$ cat src/rtl/alu_mult_sequencer.sv
// Shift-add multiplier that borrows the shared execute-stage ALU for every add.
// Produces the low WIDTH bits of an unsigned product, exiting early once the multiplier bits run out.
module alu_mult_sequencer #(
    parameter int          WIDTH   = 32,
    parameter logic [3:0]  ADD_OP  = 4'b0011,
    parameter logic [3:0]  IDLE_OP = 4'b0000
) (
    input  logic             clk,
    input  logic             reset,
    input  logic             start_i,
    input  logic [WIDTH-1:0] multiplicand_i,
    input  logic [WIDTH-1:0] multiplier_i,
    input  logic [WIDTH-1:0] alu_data_i,
    output logic [3:0]       alu_operation_o,
    output logic [WIDTH-1:0] alu_a_o,
    output logic [WIDTH-1:0] alu_b_o,
    output logic             busy_o,
    output logic             done_o,
    output logic [WIDTH-1:0] product_o
);

    localparam int              CW         = $clog2(WIDTH);
    localparam logic [CW-1:0]   LAST_COUNT = CW'(WIDTH - 1);

    typedef enum logic [1:0] {
        ST_IDLE = 2'b00,
        ST_CALC = 2'b01,
        ST_DONE = 2'b10
    } state_t;

    state_t            state_q, state_d;
    logic [WIDTH-1:0]  acc_q, acc_d;
    logic [WIDTH-1:0]  mcand_q, mcand_d;
    logic [WIDTH-1:0]  mplier_q, mplier_d;
    logic [CW-1:0]     count_q, count_d;
    logic [WIDTH-1:0]  product_q, product_d;
    logic              busy_q, busy_d;
    logic              done_q, done_d;

    // State and datapath registers; reset aborts any operation in flight.
    always_ff @(posedge clk or posedge reset) begin
        if (reset) begin
            state_q   <= ST_IDLE;
            acc_q     <= {WIDTH{1'b0}};
            mcand_q   <= {WIDTH{1'b0}};
            mplier_q  <= {WIDTH{1'b0}};
            count_q   <= {CW{1'b0}};
            product_q <= {WIDTH{1'b0}};
            busy_q    <= 1'b0;
            done_q    <= 1'b0;
        end else begin
            state_q   <= state_d;
            acc_q     <= acc_d;
            mcand_q   <= mcand_d;
            mplier_q  <= mplier_d;
            count_q   <= count_d;
            product_q <= product_d;
            busy_q    <= busy_d;
            done_q    <= done_d;
        end
    end

    // Next-state, datapath update and ALU drive.
    always_comb begin
        state_d         = state_q;
        acc_d           = acc_q;
        mcand_d         = mcand_q;
        mplier_d        = mplier_q;
        count_d         = count_q;
        product_d       = product_q;
        alu_operation_o = IDLE_OP;
        alu_a_o         = {WIDTH{1'b0}};
        alu_b_o         = {WIDTH{1'b0}};

        case (state_q)
            ST_IDLE: begin
                if (start_i) begin
                    mcand_d  = multiplicand_i;
                    mplier_d = multiplier_i;
                    acc_d    = {WIDTH{1'b0}};
                    count_d  = {CW{1'b0}};
                    state_d  = ST_CALC;
                end else begin
                    state_d  = ST_IDLE;
                end
            end
            ST_CALC: begin
                alu_operation_o = ADD_OP;
                alu_a_o         = acc_q;
                alu_b_o         = mcand_q;
                if (mplier_q[0]) begin
                    acc_d = alu_data_i;
                end else begin
                    acc_d = acc_q;
                end
                mcand_d  = mcand_q << 1;
                mplier_d = mplier_q >> 1;
                count_d  = count_q + CW'(1);
                // Product is captured on the edge into DONE so it is valid alongside done_o.
                if ((mplier_d == {WIDTH{1'b0}}) || (count_q == LAST_COUNT)) begin
                    state_d   = ST_DONE;
                    product_d = acc_d;
                end else begin
                    state_d   = ST_CALC;
                end
            end
            ST_DONE: begin
                state_d = ST_IDLE;
            end
            default: begin
                state_d = ST_IDLE;
            end
        endcase

        busy_d = (state_d != ST_IDLE);
        done_d = (state_d == ST_DONE);
    end

    assign busy_o    = busy_q;
    assign done_o    = done_q;
    assign product_o = product_q;

endmodule

$ cat config.mk
export PLATFORM = sky130hd
export DESIGN_NAME = alu_mult_sequencer
export DESIGN_NICKNAME = d
export VERILOG_FILES = /design/src/rtl/alu_mult_sequencer.sv
export SDC_FILE = /design/constraint.sdc
export NUM_CORES = 1
export LEC_CHECK = 0
export ABC_AREA = 1
export BUFFER_PORTS_ARGS = -buffer_cell sky130_fd_sc_hd__buf_2
export CAP_MARGIN = 25
export CORE_ASPECT_RATIO = 1.5
export CORE_UTILIZATION = 47
export CTS_BUF_LIST = sky130_fd_sc_hd__clkbuf_4
export CTS_CLUSTER_SIZE = 28
export DETAILED_ROUTE_END_ITERATION = 16
export MAX_ROUTING_LAYER = met4
export PLACE_DENSITY = 0.75
export SKIP_LAST_GASP = 1
export SLEW_MARGIN = 20
export SYNTH_ARGS = -nofsm -noshare
export SYNTH_HDL_FRONTEND = slang
export SYNTH_SLANG_ARGS = --single-unit
$ cat constraint.sdc
create_clock -name clk -period 12.86 [get_ports clk]
set_input_delay 1.286 -clock clk [delete_from_list [all_inputs] [get_ports clk]]
set_output_delay 1.286 -clock clk [all_outputs]
set_load 0.005 [all_outputs]
==> flow_summary.toml <==
[placement]
pre_cts_ws_ns = 8.98
post-dp-hpwl_um = 9960
dp.cells = 1072
placed_cell_area_sq_um = 7240
gp_congestion = 0.805
port_buffers = 198

[global_route]
grt_pass1_vias = 5143
grt_usage = 0.232
grt_max_degree = 101
grt_pass1_wl_um = 24000
antenna_found_initial = 1
gr-total-overflow = 0

[layout]
area_delta_synth_final_pct = 21.6
layoutNonFillerInstCount = 1104
drive_above_1_share = 0.255
final_nets = 1033
multi_input_area_sq_um = 2190
seq_area_sq_um = 3430
nFillCells = 1259
final_area_sq_um = 7630
final_core_util = 0.586

[yosys]
ys_warn_count = 0
netlist_top_cells_area = "dfrtp_1 (55%), nand2_1 (8.6%), o21ai_0 (7.9%)"
async_flop_share = 1.00
synth_cells = 763
synth-edff-count = 0
synth_cell_type_count = 24
synth_seq_cells = 137
syn_area_sq_um = 6280
synth_area_leader_cell = "dfrtp_1"
yosysSeqAreaShare = 0.546
synthFlopType = "dfrtp_1"
synth_top_area_share = 0.546
synth.avg_cell_area_sq_um = 8.23
synth_most_common_cell = "nand2_1"
synthTopCellsByCount = "nand2_1 (144), dfrtp_1 (137), inv_1 (104), o21ai_0 (99), nor2_1 (85)"

[die]
die_x_um = 96.4
core_sq_um = 13000
start_util = 0.482
ioPinCount = 201
die_area_sq_um = 13800
rows = 51
chipHeight_um = 144

[clocking]
numCtsBuffers = 17
cts_buffer_depth = 2
post_cts_resized = 0
cts_tree = "done"
clock_latency_ns = 0.51
path_clk_slew_ns = 0.11
cts.hold.buffers_added = 0
clkSinkCount = 137
postCtsSetupRepairBufs = 0
htreeDepth = 4
root_buffer = "clkbuf_4"

[power]
power_leakage_nw = 4.20
ir_worst_vdd_v = 0.000112
pwr_density_cell_nw_per_um2 = 257
finalPower_mw = 1.96

[sta]
post-route-period-util = 0.289
hold_violations = 0
fin_ws_ns = 9.14
max_slew_margin = 0.320
fmax_mhz = 269
rsz0062_at_grt = "no"
worst_pin_slew_ns = 1.02
final_max_slew_viol_count = 0
whs_ns = 0.476
fin_crit_ns = 3.72
final-setup-viol-count = 0
finClkSkew_ns = 0.0153
final.setup.tns_ns = 0

[setup_path]
crit_required_ns = 11.57
r2r_start = "state_q[1]$_DFF_PP0_"
endpoint_kind = "output port"
ff2ff_path_depth = 7
ff2ff_setup_slack_ns = 9.87
criticalPathCategory = "reg -> out"
cp_max_fo = 98
cp_data_arrival_time_ns = 2.43
start_kind = "register"
rr_endpoint = "mplier_q[31]$_DFFE_PP0P_"

[min_path]
holdCritStartpoint = "product_o[19]$_DFFE_PP0P_"
hold_path_depth = 2
holdPathEnd = "product_o[19]$_DFFE_PP0P_"
min_path_type = "reg -> reg"

[drt]
wl_um = 15100
drtAntennaViolNets = 0
drcViolationCount = 0
vias_per_cell = 5.06
firstDrtPassIters = 4
wl_per_cell_um = 13.7
vias = 5583
drt_iter0_markers = 370

[run_status]
status = "complete, no violations"

[job]
max_cap_violations = 0
-- how the worst max path moves through the flow --
| stage | from | endpoint | cells after the start |
|---|---|---|---|
| after global routing | state_q[0]$_DFF_PP0_ | alu_b_o[22] | 4 |
| after CTS | state_q[0]$_DFF_PP0_ | alu_b_o[20] | 4 |
| after floorplan | reset | acc_q[0]$_DFFE_PP0P_ | 1 |
| after global placement | start_i | mplier_q[31]$_DFFE_PP0P_ | 6 |
| final | state_q[0]$_DFF_PP0_ | alu_b_o[19] | 4 |
| after detailed placement | start_i | mplier_q[31]$_DFFE_PP0P_ | 6 |
-- layout make-up --
type | count | area share
diodes | 1 | 0.000328
well taps | 159 | 0.0261
flip-flops and latches | 137 | 0.449
multi-input cells | 468 | 0.287
clock buffers | 18 | 0.0177
clock inverters | 13 | 0.0326
repair buffers | 202 | 0.134
inverters | 106 | 0.0528
-- where the power goes --
group          switching [mW]  leakage (nW)  internal (mW)
Combinational           0.508          2.31          0.330
Sequential              0.118          1.69          0.640
Clock                   0.152         0.202          0.214
-- critical path: stages (launching register included) --
cell     delay (ns)
dfrtp_1        0.43
nand2_4        0.31
buf_4          0.77
nor2_1         0.17
buf_2          0.18
-- placed cells by master, fill, tap and decap left out, drive strengths merged, types with 2 or more instances in the layout --
cell    Yosys  final
a21oi      31     31
a31oi      31     31
buf        28    202
bufinv      0      7
clkbuf     25     18
clkinv      0      5
conb        1      2
dfrtp     137    137
ha          2      2
inv       106    107
nand2     146    146
nand3      33     33
nor2       86     86
o21ai     100    100
o22ai      33     33
-- sequential cells by signal (all words and copies together) (netlist names) --
name,cells
product_o,32
mcand_q,32
count_q,5
acc_q,32
busy_o,1
mplier_q,32
state_q,2
done_o,1
-- per-layer routing --
metal	share of wire	vias up	GRT usage
met5	0	-	-
met2	0.52	179	0.392
met1	0.41	2589	0.270
met4	0.017	0	0.0859
met3	0.053	21	0.0466
li1	-	2794	-
-- logic make-up after synthesis --
family          count (synthesis)  synth area share
simple gates                  266             0.168
compound gates                197             0.173
buf+inv                       159             0.107
flops                         137             0.546
fa+ha+maj                       2           0.00399
xor+xnor                        1           0.00140
other cells                     1          0.000598
No activity file was read; power rests on OpenSTA's default activity.
